==> config.mk <==
export PLATFORM = sky130hd
export DESIGN_NAME = fetch_unit
export DESIGN_NICKNAME = d
export VERILOG_FILES = /design/src/rtl/fetch_unit.sv
export SDC_FILE = /design/constraint.sdc
export NUM_CORES = 1
export LEC_CHECK = 0
export CORE_AREA = 2 2 137 139
export DETAILED_ROUTE_END_ITERATION = 8
export DIE_AREA = 0 0 139 141
export PLACE_DENSITY = 0.76
export SLEW_MARGIN = 20
export SYNTH_ARGS = -nofsm -noshare
export SYNTH_HDL_FRONTEND = slang
export SYNTH_SLANG_ARGS = --single-unit
==> constraint.sdc <==
create_clock -name clk -period 2.9 [get_ports clk]
set_input_delay 0.29 -clock clk [delete_from_list [all_inputs] [get_ports clk]]
set_output_delay 0.29 -clock clk [all_outputs]
set_load 0.01 [all_outputs]
==> src/rtl/fetch_unit.sv <==
// Instruction-fetch stage: owns the PC, keeps one request outstanding to imem and buffers one instruction for IF/ID.
// Optional misaligned-redirect trap is enabled by defining FETCH_MISALIGN_TRAP_EN.
module fetch_unit #(
    parameter logic [31:0] RESET_PC = 32'h0040_0000
) (
    input  logic        clk,
    input  logic        reset,
    input  logic        pc_write,
    input  logic        redirect,
    input  logic [31:0] redirect_pc,
    output logic        imem_req,
    output logic [31:0] imem_addr,
    input  logic        imem_ack,
    input  logic [31:0] imem_rdata,
    output logic [31:0] ins_out,
    output logic [31:0] pc_4_out,
    output logic        ins_valid,
    output logic        fetch_fault
);

    localparam logic [1:0] FETCH = 2'd0;
    localparam logic [1:0] WAIT  = 2'd1;
    localparam logic [1:0] DROP  = 2'd2;
`ifdef FETCH_MISALIGN_TRAP_EN
    localparam logic [1:0] FAULT = 2'd3;
`endif

    logic [1:0]  state_q, state_d;
    logic [31:0] pc_q, pc_d;
    logic [31:0] req_addr_q, req_addr_d;
    logic [31:0] ins_q, ins_d;
    logic [31:0] pc_4_q, pc_4_d;
    logic        valid_q, valid_d;
    logic        consume;
    logic        issue;
    logic [31:0] redirect_target;
`ifdef FETCH_MISALIGN_TRAP_EN
    logic        fault_q, fault_d;
    logic        bad_redirect;
`endif

    always_comb begin
        consume         = valid_q & pc_write;
        redirect_target = redirect_pc & 32'hFFFF_FFFC;
        // New requests need a free buffer slot; gating with reset keeps imem_req low while reset is held.
        issue    = reset & (state_q == FETCH) & ~redirect & (~valid_q | consume);
        imem_req = issue | (state_q == WAIT) | (state_q == DROP);
        imem_addr = (state_q == FETCH) ? pc_q : req_addr_q;
`ifdef FETCH_MISALIGN_TRAP_EN
        bad_redirect = redirect & (redirect_pc[1:0] != 2'b00);
`endif
    end

    always_comb begin
        state_d    = state_q;
        pc_d       = pc_q;
        req_addr_d = req_addr_q;
        ins_d      = ins_q;
        pc_4_d     = pc_4_q;
        valid_d    = valid_q;
`ifdef FETCH_MISALIGN_TRAP_EN
        fault_d    = fault_q | bad_redirect;
`endif
        if (consume) begin
            valid_d = 1'b0;
            ins_d   = 32'h0;
        end

        case (state_q)
            FETCH: begin
                if (redirect) begin
                    pc_d    = redirect_target;
                    valid_d = 1'b0;
                    ins_d   = 32'h0;
`ifdef FETCH_MISALIGN_TRAP_EN
                    if (bad_redirect) state_d = FAULT;
`endif
                end else if (issue) begin
                    req_addr_d = pc_q;
                    pc_d       = pc_q + 32'd4;
                    if (imem_ack) begin
                        ins_d   = imem_rdata;
                        pc_4_d  = pc_q + 32'd4;
                        valid_d = 1'b1;
                    end else begin
                        state_d = WAIT;
                    end
                end
            end
            WAIT: begin
                if (redirect) begin
                    pc_d    = redirect_target;
                    valid_d = 1'b0;
                    ins_d   = 32'h0;
                    state_d = imem_ack ? FETCH : DROP;
`ifdef FETCH_MISALIGN_TRAP_EN
                    if (bad_redirect && imem_ack) state_d = FAULT;
`endif
                end else if (imem_ack) begin
                    ins_d   = imem_rdata;
                    pc_4_d  = req_addr_q + 32'd4;
                    valid_d = 1'b1;
                    state_d = FETCH;
                end
            end
            DROP: begin
                if (redirect) pc_d = redirect_target;
                if (imem_ack) begin
                    state_d = FETCH;
`ifdef FETCH_MISALIGN_TRAP_EN
                    if (fault_q || bad_redirect) state_d = FAULT;
`endif
                end
            end
            default: state_d = state_q;
        endcase
    end

    always_ff @(posedge clk or negedge reset) begin
        if (!reset) begin
            state_q    <= FETCH;
            pc_q       <= RESET_PC;
            req_addr_q <= 32'h0;
            ins_q      <= 32'h0;
            pc_4_q     <= 32'h0;
            valid_q    <= 1'b0;
`ifdef FETCH_MISALIGN_TRAP_EN
            fault_q    <= 1'b0;
`endif
        end else begin
            state_q    <= state_d;
            pc_q       <= pc_d;
            req_addr_q <= req_addr_d;
            ins_q      <= ins_d;
            pc_4_q     <= pc_4_d;
            valid_q    <= valid_d;
`ifdef FETCH_MISALIGN_TRAP_EN
            fault_q    <= fault_d;
`endif
        end
    end

    assign ins_out   = ins_q;
    assign pc_4_out  = pc_4_q;
    assign ins_valid = valid_q;
`ifdef FETCH_MISALIGN_TRAP_EN
    assign fetch_fault = fault_q;
`else
    assign fetch_fault = 1'b0;
`endif

endmodule

==> impl_metrics.yaml <==
power:
  clkPwrFrac_pct: 21.0
  leakage_nw: 3.86
  p_switching_w: 0.00442
  cellInternalPower_w: 0.00690
  pwr-share-comb_pct: 47.8
  peakVddDrop_v: 0.000598
  pwr-share-seq_pct: 31.2
  power_density_mw_per_mm2: 1170
  switching_share_pct: 39.1
yosys:
  synth_top_flop_cell: "dfrtp_1"
  synth_cell_type_count: 52
  syn_inst: 733
  synth_top_area_share_pct: 43.6
  synth-seq-cells: 125
  synth.avg_cell_area_um2: 9.71
  synth_area_leaders: "dfrtp_1, mux2_2, a22o_1"
  synth-edff-count: 0
  yosysTopAreaCell: "dfrtp_1"
  ys_warn_count: 0
  ys_seq_area_share_pct: 44.0
  synthArstFlopShare_pct: 100
  netlist_area_mm2: 0.00712
route:
  drt-wirelength-per-cell_um: 18.9
  via_per_inst: 5.75
  drc_errors: 0
  dr.first_iter.drc_count: 557
  num_vias: 6462
  dr.pass1.iters: 7
  wirelength_um: 21200
  antenna_left: 0
cts:
  root_buffer: "clkbuf_16"
  cts.sinks: 125
  clkTransAtPathRegs_ns: 0.06
  clkLatencyLatePin_ns: 0.42
  clock_path_buffers: 2
  htree_levels: 4
  cts_tree: "yes"
  post_cts_buffers: 0
  cts_buffers: 17
critical_path:
  r2r_cells: 9
  max_stage_delay_ns: 0.48
  r2r_slack_ns: 0.45
  cp_slowest_cell: "clkdlybuf4s50_1"
  path_class: "flip-flop to output pin"
  path_max_fanout: 20
  path_cells: "inv_1 > ha_2 > buf_6 > mux2_2 > clkdlybuf4s50_1"
  critPathLaunchType: "flip-flop"
  reg2reg_to: "ins_out[22]"
  critPathArrivalTime_ns: 2.44
  r2r-start: "state_q[0]"
  end_kind: "output pin"
  cp_data_required_time_ns: 2.61
timing:
  min_period_ns: 2.73
  hold_violations: 0
  slew_headroom_pct: 46.6
  tns_ns: 0
  slew_viol_final: 0
  clock_skew_ns: 0.00773
  timing.fmax_ghz: 0.366
  worstMarginPinSlew_ns: 0.801
  rsz0062_at_grt: "false"
  finalSetupViolCount: 0
  min_period_over_period_pct: 94.3
cells_and_area:
  drive_gt1_share_pct: 15.2
  instances_no_fill: 1124
  final_common_cell: "clkdlybuf4s50_1"
  area_growth_pct: 35.7
  layout_common_cells: "clkdlybuf4s50_1, dfrtp_1, nand2_1"
  layout.nets: 951
worst_hold_path:
  hold_class: "input port to flip-flop"
  whs_endpoint: "ins_out[21]"
  min_from: "imem_rdata[21]"
  holdPathStages: 2
floorplan:
  core_area_mm2: 0.0183
  dieArea_mm2: 0.0196
  pin_count: 168
  std_cell_rows: 50
  initial_core_util_pct: 39.0
  die-height_um: 141
  die_x_um: 139
status:
  outcome: "complete, no violations"
grt:
  antenna_found_initial: 1
  grt_pass1_wl_um: 33500
  grt_pass1_vias: 6176
  grt_overflow: 0
  grt_use_total_pct: 21.6
  grt_max_degree: 86
placement:
  place.gp.congestion: 0.943
  dpl.cell_count: 1090
  port_buffers: 160
  dpl.hpwl_um: 14800
run:
  max-cap-violations: 0
[worst max-delay path, delay by kind of cell, from the launching register on]
kind | cells | cell delay [ns]
fa+ha+maj | 1 | 0.38
buf+inv | 3 | 0.86
flops | 1 | 0.40
mux | 1 | 0.36
[power groups by stage]
stage               combinational [W]  clock [W]  sequential (W)
global route                  0.00586    0.00249         0.00365
detailed placement            0.00539          0         0.00352
floorplan                     0.00326          0         0.00322
finish                        0.00541    0.00238         0.00353
CTS                           0.00542    0.00241         0.00350
global placement              0.00529          0         0.00348
[per-stage QoR]
step	util, %	area, µm²	setup slack (ns)	hold WS [ns]	total power (W)
floorplan	-	7130	0.746	-0.00559	0.00648
global placement	49.2	8980	0.351	0.425	0.00878
detailed placement	49.2	8980	0.342	0.432	0.00890
CTS	52.8	9650	0.0735	0.456	0.0113
global route	52.9	9660	0.0719	0.464	0.0120
finish	52.9	9660	0.165	0.469	0.0113
[state kept, by name, summed over array words and instances, names as in the netlist]
name	cells
ins_out	32
ins_valid	1
req_addr_q	30
pc_q	30
pc_4_out	30
state_q	2
[cell families after synthesis]
group           share of synthesized area [%]
compound gates                           17.3
other cells                            0.0527
buf+inv                                  4.80
mux                                      10.3
fa+ha+maj                                1.05
simple gates                             16.4
flops                                    44.0
xor+xnor                                 6.15
[cell usage after synthesis, types with 14 or more instances]
cell type / instances
xor2_1: 21
nand3_1: 32
nor2_1: 33
a2bb2oi_1: 16
nand2_1: 74
o21ai_0: 43
nor3_1: 24
nor4_1: 15
a22o_1: 34
a211oi_1: 14
dfrtp_1: 124
xnor2_1: 29
nand4_1: 20
mux2_2: 57
clkbuf_1: 50
[worst max-delay path by stage]
stage                from            end  slack (ns)
2_1_floorplan     pc_q[2]   pc_4_out[28]        0.75
3_3_place_gp     pc_write   pc_4_out[28]        0.35
3_5_place_dp     pc_write   pc_4_out[28]        0.34
4_1_cts        state_q[0]  imem_addr[20]        0.07
5_1_grt        state_q[0]  imem_addr[24]        0.07
6_report       state_q[0]  imem_addr[24]        0.17
[timing repair]
| item | in CTS | in global routing |
|---|---|---|
| gates resized for setup | 0 | 1 |
| endpoints found under the hold margin | 40 | 0 |
| hold buffers | 1 | 0 |
| setup endpoints to repair | 0 | 8 |
[layer usage]
metal | wire length (µm) | vias up | GRT usage (%) | part of all wire [%]
li1 | - | 2979 | - | -
met1 | 9130 | 3158 | 28.9 | 43
met5 | 0 | - | 0 | 0
met4 | 346 | 0 | 6.22 | 1.6
met2 | 10100 | 299 | 34.8 | 48
met3 | 1650 | 26 | 5.71 | 7.8
[layout make-up]
cell class	instances	area (µm²)
flip-flops and latches	125	3130
well taps	234	293
fillers	1651	8610
diodes	1	2.50
clock inverters	15	235
clock buffers	17	425
inverters	12	45.0
multi-input cells	529	3690
repair buffers	191	1840
Note: power is estimated with default switching activity, not from simulation.
